## src/rtl/ldpc_rd_pkg.sv

```systemverilog
// rtl/ldpc_rd_pkg.sv - shared types and constants for the decoder read sequencer
//
// Purpose: state encoding, read sub-cycle codes and the default address width
// shared by rd_seq and its readout address generator.
// Ports: none (package).
package ldpc_rd_pkg;

  localparam int A_WID_DEF = 8;

  typedef enum logic [1:0] {
    ST_IDLE = 2'd0,
    ST_READ = 2'd1,
    ST_OUT  = 2'd2,
    ST_DONE = 2'd3
  } state_t;

  localparam logic [1:0] CYC_NONE = 2'b00;
  localparam logic [1:0] CYC_1    = 2'b01;
  localparam logic [1:0] CYC_2    = 2'b10;
  localparam logic [1:0] CYC_3    = 2'b11;

endpackage

```

## src/rtl/rd_seq_out_addr_gen.sv

```systemverilog
// rtl/rd_seq_out_addr_gen.sv - readout address counter for rd_seq
//
// Purpose: counts readout addresses 0,1,...,len-1 under control of the
// sequencer FSM.
// Ports:
//   clk, reset : clock and synchronous active-high reset
//   load       : return the counter to 0 (has priority over step)
//   step       : advance the counter by one
//   len        : number of readout addresses in the pass
//   addr       : current readout address
//   last       : addr is the final address of the pass (len-1)
module out_addr_gen
  import ldpc_rd_pkg::*;
#(
  parameter int A_WID = A_WID_DEF
) (
  input  logic             clk,
  input  logic             reset,
  input  logic             load,
  input  logic             step,
  input  logic [A_WID-1:0] len,
  output logic [A_WID-1:0] addr,
  output logic             last
);

  always_ff @(posedge clk) begin
    if (reset) begin
      addr <= '0;
    end else if (load) begin
      addr <= '0;
    end else if (step) begin
      addr <= addr + A_WID'(1);
    end
  end

  assign last = (addr == len - A_WID'(1));

endmodule

```

## src/rtl/rd_seq.sv

```systemverilog
// rtl/rd_seq.sv - row/iteration read sequencer followed by a readout phase
//
// Purpose: on start, walks num_rows rows (three sub-cycles each) for
// iter_max iterations, then emits out_len readout addresses, then pulses done.
// Ports:
//   clk, reset            : clock and synchronous active-high reset
//   start, abort, stall   : pass request, pass termination, sequencing freeze
//   base_start/row_stride : row 0 base address and per-row increment
//   num_rows, iter_max    : rows per iteration, iterations per pass (0 means 1)
//   out_len               : number of readout addresses
//   rd_en, cycle          : read phase flag and sub-cycle code
//   base_addr, row_idx    : current row base address and row number
//   out_en, out_addr      : readout phase flag and address
//   busy, done            : not idle; one-cycle normal completion pulse
module rd_seq
  import ldpc_rd_pkg::*;
#(
  parameter int A_WID = A_WID_DEF,
  parameter int R_WID = 6,
  parameter int I_WID = 4
) (
  input  logic             clk,
  input  logic             reset,
  input  logic             start,
  input  logic             abort,
  input  logic             stall,
  input  logic [A_WID-1:0] base_start,
  input  logic [A_WID-1:0] row_stride,
  input  logic [R_WID-1:0] num_rows,
  input  logic [I_WID-1:0] iter_max,
  input  logic [A_WID-1:0] out_len,
  output logic             rd_en,
  output logic [1:0]       cycle,
  output logic [A_WID-1:0] base_addr,
  output logic [R_WID-1:0] row_idx,
  output logic             out_en,
  output logic [A_WID-1:0] out_addr,
  output logic             busy,
  output logic             done
);

  state_t state, state_n;

  logic [A_WID-1:0] base_lat, stride_lat, len_lat;
  logic [R_WID-1:0] rows_lat;
  logic [I_WID-1:0] iter_lat, iter, iter_n;

  logic [1:0]       cyc_n;
  logic [A_WID-1:0] base_n;
  logic [R_WID-1:0] row_n;
  logic             cfg_ld, last_row, last_iter;
  logic             oa_load, oa_step, oa_last;

  assign last_row  = (row_idx == rows_lat - R_WID'(1));
  // A latched iteration count of zero behaves as a single iteration.
  assign last_iter = (iter_lat == '0) || (iter == iter_lat - I_WID'(1));

  always_comb begin
    state_n = state;
    cyc_n   = cycle;
    base_n  = base_addr;
    row_n   = row_idx;
    iter_n  = iter;
    cfg_ld  = 1'b0;
    case (state)
      ST_IDLE: begin
        if (start && !abort) begin
          cfg_ld = 1'b1;
          if (num_rows != '0) begin
            state_n = ST_READ;
            cyc_n   = CYC_1;
            base_n  = base_start;
            row_n   = '0;
            iter_n  = '0;
          end else if (out_len != '0) begin
            state_n = ST_OUT;
          end else begin
            state_n = ST_DONE;
          end
        end
      end
      ST_READ: begin
        if (abort) begin
          state_n = ST_IDLE;
        end else if (!stall) begin
          if (cycle != CYC_3) begin
            cyc_n = cycle + 2'd1;
          end else if (!last_row) begin
            row_n  = row_idx + R_WID'(1);
            base_n = base_addr + row_stride_q();
            cyc_n  = CYC_1;
          end else if (!last_iter) begin
            // Next iteration starts back at row 0 with no gap cycle.
            iter_n = iter + I_WID'(1);
            row_n  = '0;
            base_n = base_lat;
            cyc_n  = CYC_1;
          end else begin
            state_n = (len_lat != '0) ? ST_OUT : ST_DONE;
          end
        end
      end
      ST_OUT: begin
        if (abort) begin
          state_n = ST_IDLE;
        end else if (!stall && oa_last) begin
          state_n = ST_DONE;
        end
      end
      default: begin
        state_n = ST_IDLE;
      end
    endcase
    // Row-side outputs read as zero whenever the next state is not a read.
    if (state_n != ST_READ) begin
      cyc_n  = CYC_NONE;
      base_n = '0;
      row_n  = '0;
      iter_n = '0;
    end
  end

  function automatic logic [A_WID-1:0] row_stride_q();
    return stride_lat;
  endfunction

  // The readout counter restarts at 0 on entry to OUT and sits at 0 elsewhere.
  assign oa_load = (state != ST_OUT) || (state_n != ST_OUT);
  assign oa_step = !oa_load && !stall;

  always_ff @(posedge clk) begin
    if (reset) begin
      state <= ST_IDLE;
    end else begin
      state <= state_n;
    end
  end

  always_ff @(posedge clk) begin
    if (reset) begin
      cycle      <= CYC_NONE;
      base_addr  <= '0;
      row_idx    <= '0;
      iter       <= '0;
      base_lat   <= '0;
      stride_lat <= '0;
      len_lat    <= '0;
      rows_lat   <= '0;
      iter_lat   <= '0;
      rd_en      <= 1'b0;
      out_en     <= 1'b0;
      busy       <= 1'b0;
      done       <= 1'b0;
    end else begin
      cycle     <= cyc_n;
      base_addr <= base_n;
      row_idx   <= row_n;
      iter      <= iter_n;
      if (cfg_ld) begin
        base_lat   <= base_start;
        stride_lat <= row_stride;
        len_lat    <= out_len;
        rows_lat   <= num_rows;
        iter_lat   <= iter_max;
      end
      rd_en  <= (state_n == ST_READ);
      out_en <= (state_n == ST_OUT);
      busy   <= (state_n != ST_IDLE);
      done   <= (state_n == ST_DONE);
    end
  end

  out_addr_gen #(.A_WID(A_WID)) u_out_addr_gen (
    .clk   (clk),
    .reset (reset),
    .load  (oa_load),
    .step  (oa_step),
    .len   (len_lat),
    .addr  (out_addr),
    .last  (oa_last)
  );

endmodule

```

## config.mk

```make
export PLATFORM = sky130hd
export DESIGN_NAME = rd_seq
export DESIGN_NICKNAME = d
export VERILOG_FILES = /design/src/rtl/ldpc_rd_pkg.sv /design/src/rtl/rd_seq_out_addr_gen.sv /design/src/rtl/rd_seq.sv
export SDC_FILE = /design/constraint.sdc
export NUM_CORES = 1
export LEC_CHECK = 0
export BUFFER_PORTS_ARGS = -buffer_cell sky130_fd_sc_hd__buf_4
export CAP_MARGIN = 20
export CORE_ASPECT_RATIO = 2
export CORE_MARGIN = 1
export CORE_UTILIZATION = 28
export CTS_BUF_LIST = sky130_fd_sc_hd__clkbuf_8
export DETAILED_ROUTE_END_ITERATION = 10
export HOLD_SLACK_MARGIN = 0.02
export PLACE_DENSITY_LB_ADDON = 0.3
export SYNTH_ARGS = -nofsm -noshare
export SYNTH_HDL_FRONTEND = slang
export SYNTH_HIERARCHICAL = 1
export SYNTH_SLANG_ARGS = --single-unit
```

## constraint.sdc

```tcl
create_clock -name clk -period 6.8 [get_ports clk]
set_input_delay 1.02 -clock clk [delete_from_list [all_inputs] [get_ports clk]]
set_output_delay 1.02 -clock clk [all_outputs]
set_load 0.03 [all_outputs]
```

-- Yosys cells after proc, flatten, opt, wreduce, memory -nomap -nowiden
Cells that the tools add are included.
- add/sub/neg operators: 8
- eq/ne operators: 21
- muxes and demuxes: 46
- reductions and logical operators: 20
- operators by type and width (operator ; number):
    $mux W8 ; 7
    $mux W6 ; 7
    $mux W2 ; 16
    $mux W4 ; 7
    $ne A2 B2 Y1 const B ; 10
    $pmux W8 S2 ; 1
    $reduce_bool A8 Y1 ; 2
    $pmux W6 S2 ; 1
    $add A8 B1 Y8 const B ; 1
    $add A8 B8 Y8 ; 1
    $eq A8 B8 Y1 ; 1
    $pmux W4 S2 ; 1
    $reduce_and A8 Y1 ; 1
    $sub A8 B1 Y8 const B ; 1
    $reduce_and A7 Y1 ; 1
    $add A6 B1 Y6 const B ; 1
    $eq A2 B2 Y1 const B ; 3
    $eq A6 B6 Y1 ; 1
    $pmux W2 S3 ; 1
    $reduce_and A6 Y1 ; 1
    $reduce_bool A6 Y1 ; 1
    $sub A6 B1 Y6 const B ; 1
    $add A4 B1 Y4 const B ; 1
    $eq A2 B1 Y1 const B ; 2
    other kinds (15) ; 25
- flip-flop bits (word level): 68
- logic and storage cells: 110

-- Logic depth before layout (Yosys ltp)
- word-level depth: 13
- mapped depth: 14
- depth with buffers taken out: 13

-- Hierarchy
The synthesis kept the hierarchy.
- by module, submodules not included (module ; instances ; cells each ; area an instance (µm²)):
    rd_seq ; 1 ; 386 ; 3288.2
    out_addr_gen ; 1 ; 71 ; 588.1

-- Least setup slack after synthesis
Ideal clock, no wire load.
- kind: input-to-reg
- start: input num_rows[1]
- end: register u_out_addr_gen.addr[5]
- library setup time: 0.070 ns
- arrival: 3.351 ns
- required time: 6.730 ns
- path slack: 3.378 ns
- stages: 11
- buffers on the path: 1
- path through: or4_4 nor3_1 a21oi_1 nor3_1 a31oi_4 nand4b_1 nor2_1 clkbuf_1 nand4_1 or3_1 a21oi_1
- longest elaborated chain between the ends: 8
- RTL lines (item ; RTL line ; text):
    start: declaration ; rd_seq.sv:29 ; input logic [R_WID-1:0] num_rows,
    $reduce_bool A6 Y1 ; rd_seq.sv:69 ; if (num_rows != '0) begin
    $mux W2 ; rd_seq.sv:69 ;
    $mux W2 ; rd_seq.sv:67 ; if (start && !abort) begin
    $pmux W2 S3 ; rd_seq.sv:65 ; case (state)
    $ne A2 B2 Y1 ; rd_seq.sv:128 ; assign oa_load = (state != ST_OUT) || (state_n != ST_OUT);
    $logic_or A1 B1 Y1 ; rd_seq.sv:128 ;
    named net oa_load ; rd_seq.sv:52 ; logic oa_load, oa_step, oa_last;
    $logic_not A1 Y1 ; rd_seq.sv:129 ; assign oa_step = !oa_load && !stall;
    $logic_and A1 B1 Y1 ; rd_seq.sv:129 ;
    named net oa_step ; rd_seq.sv:52 ;
    end signal: assignment ; rd_seq_out_addr_gen.sv:32 ; addr <= addr + A_WID'(1);
    end: declaration ; rd_seq_out_addr_gen.sv:22 ; output logic [A_WID-1:0] addr,
The timed path passes the listed nets, and every way through them passes these cells.
A chain may end at the register's enable or synchronous reset.

-- Worst setup path in the final report
Same ends and word-level chain as after synthesis.

==> key figures <==
Route
  • Routed vias: roughly 3.4k
  • DRC: 0
  • Routed WL per cell: between 15 and 20 µm
  • Initial drt markers: between 100 and 150
  • DR pass1 iterations: 4
  • DR vias/cell: between 5 and 6
  • WL final: between 10000 and 15000 µm
  • Final ANT Viol Nets: 0

Synth
  • Proportion of synthesized area in mux cells: 2.07%
  • Simple logic cell fraction of the synthesized area: 23.1%
  • Cell taking the most area after synthesis: dfxtp_1
  • Top FF cell, synth: dfxtp_1
  • Largest cells by area after synthesis: dfxtp_1 (35%), nand2_1 (7.9%), a21oi_1 (6.6%)
  • Netlist Area Pre-Place: 0.00388 mm²
  • Synth Instances: 457
  • Synth Area in Compound Gates: between 20% and 30%
  • Library cells used by synthesis: 72
  • Post-Syn Nets: just over 500
  • Largest family of logic cells by synthesized area: simple AND/OR/NAND/NOR gates
  • Top cell type's share of synthesized area: about a third
  • Number of synthesized register bits: 68
  • Post-synth EDFFs: 0
  • Post-synthesis xor/xnor area fraction: 7.78%
  • Synth Area in Adders: 5.36%
  • Seq/Total Area, Yosys: around a third
  • Yosys Warn Count: 6
  • Synthesized area per cell: between 8 and 9 µm²
  • Async SR Flop Fraction: 0%

CTS
  • H-tree Lvls: 3
  • Post-cts resize count: 0
  • CTS tree: done
  • Buffer count from post-CTS setup fixing: 0
  • Worst-skew pair later-pin latency: between 0.3 and 0.4 ns
  • CTS hold repair buffers: 0
  • Clock transition at path regs: about 0.070 ns
  • TritonCTS buffer count: 9
  • Clock Root Buffer: clkbuf_8
  • Clock sink count: 68
  • Clock buffer depth: 2

Floorplan
  • Die area: 0.0143 mm²
  • Core area: about 0.014 mm²
  • Site Rows: 60
  • Num ports: between 60 and 70
  • Die width: between 80 and 90 µm
  • Starting density of the core: between 20 and 30%
  • Die Y: between 150 and 200 µm

Place
  • GP Congestion: roughly 0.84
  • Hpwl dp: about 7800 µm
  • Port Buffers: between 60 and 70

Outcome
  • Status: complete, no violations

Final layout
  • Area of the multi-input gates: 0.00232 mm²
  • Final Util: around 34%
  • Share of cells above drive strength 1: between 20% and 30%
  • FILL cells: ~1.4k
  • Most frequent cells in the layout: nand2_1 (82), buf_4 (69), dfxtp_1 (68)
  • Sequential Area: ~0.0014 mm²
  • Antenna cells: 0
  • Layout Nets: 568
  • Commonest non-fill, non-tap cell in the layout: nand2_1
  • Area delta synth->final: 19.2%

Setup path
  • Setup crit end kind: flop
  • Critical Path Fanout Max: 6
  • Worst Path Required: between 7 and 8 ns
  • Worst Setup EP: u_out_addr_gen/addr[5]$_SDFFE_PP0P_
  • Crit path launch: num_rows[1]
  • Crit path DAT: roughly 4 ns
  • FF-to-FF Start: rows_lat[0]$_SDFFE_PP0P_
  • Crit Path Class: in -> reg
  • Path depth of the worst reg2reg path: 12
  • Startpoint Class: primary input
  • Setup slack, reg-to-reg: 3.25 ns
  • Worst r2r dst: u_out_addr_gen/addr[5]$_SDFFE_PP0P_

Power
  • Lkg Pwr: roughly 1.8 nW
  • Pint: just over 600 µW
  • Gate power share: 15.3%
  • Clock power share: 35.0%
  • VDD IR max: roughly 0.000080 V
  • Sw Share: 27.8%
  • Pwr per Cell Area: 183 mW/mm²
  • P_sw: ~240 µW
  • Seq pwr share: 49.7%

Timing
  • Final hold vios: 0
  • Fmax achieved: around 270 MHz
  • Crit share post-route: 53.7%
  • RSZ-0062 raised after global routing: no
  • Max-slew headroom: 37.3%
  • Clk_skew: approximately 0.011 ns
  • Setup-failing EPs final: 0
  • Total negative setup slack: 0 ns
  • Slew @ Worst Pin: roughly 0.94 ns
  • Final Max Slew Viols: 0
  • Period minus WS final: about 3.7 ns

Flow run
  • Maxcap violations: 0

GRT
  • First-pass GRT wire length: between 15000 and 20000 µm
  • Vias in the first global route: roughly 3.5k
  • All-layer global routing usage: 14.6%
  • Initial antenna violation count: 0
  • GRT Residual Overflow: 0
  • Largest net degree at the start of global routing: a little over 40

Min path
  • Hold Path Class: reg -> reg
==> routing by layer <==
layer	track usage [%]	routed length, µm
met5	0	0
met4	7.74	328
met3	2.89	436
met2	28.0	5650
met1	14.3	3960
==> flip-flops by register name (all words and copies together) (netlist names) <==
signal	count
state	2
busy	1
iter_lat	4
done	1
base_lat	8
rows_lat	6
base_addr	8
len_lat	8
out_en	1
iter	4
u_out_addr_gen/addr	8
stride_lat	8
cycle	2
row_idx	6
rd_en	1
==> metrics by stage <==
step	hold WS (ns)	total power, mW	cells	area [µm²]	setup slack (ns)
after floorplan	0.432	0.517	457	3880	3.38
after global placement	0.441	0.558	657	4450	2.93
after detailed placement	0.447	0.561	657	4450	2.78
after CTS	0.456	0.856	672	4620	3.15
after global routing	0.479	0.882	672	4620	2.90
final	0.453	0.847	672	4620	3.15
==> critical path, stage by stage <==
cell and delay [ns]:
buf_4 0.11, or4_4 0.53, nor3_1 0.30, a21oi_1 0.12, nor3_1 0.30, a31oi_4 0.08
nand4b_1 0.24, nor2_1 0.35, nand4_1 0.30, or3_1 0.42, a21oi_1 0.15
==> cell families after synthesis <==
logic type / after synthesis
XOR/XNOR: 32
AND/OR/NAND/NOR: 185
multiplexers: 8
flip-flops: 68
adder cells (fa/ha/maj): 16
buffers and inverters: 39
AO/OA/AOI/OAI: 109
==> cell usage after synthesis (3+ instances only) <==
master    count
nand2_1      82
dfxtp_1      68
a21oi_1      51
nor2_1       34
xor2_1       17
clkbuf_1     16
ha_1         15
inv_1        13
xnor2_1      13
nor3_1       12
o21ai_0       9
mux2i_1       8
nand3_1       7
or3_1         7
nand4_1       6
a211o_1       5
a21o_1        5
and3_1        5
buf_6         5
nand2b_1      5
nor4_1        4
o21a_1        4
a211oi_2      3
nor3b_1       3
o21ai_2       3
==> layout make-up <==
class,instances,area share (%)
timing repair buffer,69,11.2
clock buffer,11,3.28
tap,155,4.20
clock inverter,4,0.379
multi-input combinational,350,50.3
inverter,15,1.22
sequential,68,29.5
==> power groups by stage <==
stage,logic [mW],clock network (mW),registers [mW]
final,0.130,0.297,0.421
after floorplan,0.0869,0,0.431
after global routing,0.142,0.318,0.422
after global placement,0.128,0,0.430
after detailed placement,0.131,0,0.430
after CTS,0.131,0.304,0.421
==> worst min-delay path by stage <==
stage                                         from                       end  slack (ns)  cells after the start
final                     base_lat[2]$_SDFFE_PP0P_  base_lat[2]$_SDFFE_PP0P_        0.45                      2
after global routing      base_lat[3]$_SDFFE_PP0P_  base_lat[3]$_SDFFE_PP0P_        0.48                      2
after CTS                 base_lat[2]$_SDFFE_PP0P_  base_lat[2]$_SDFFE_PP0P_        0.46                      2
after detailed placement  base_lat[2]$_SDFFE_PP0P_  base_lat[2]$_SDFFE_PP0P_        0.45                      2
after global placement    base_lat[6]$_SDFFE_PP0P_  base_lat[6]$_SDFFE_PP0P_        0.44                      2
after floorplan           base_lat[6]$_SDFFE_PP0P_  base_lat[6]$_SDFFE_PP0P_        0.43                      2
Power figures use the tool's default switching activity.
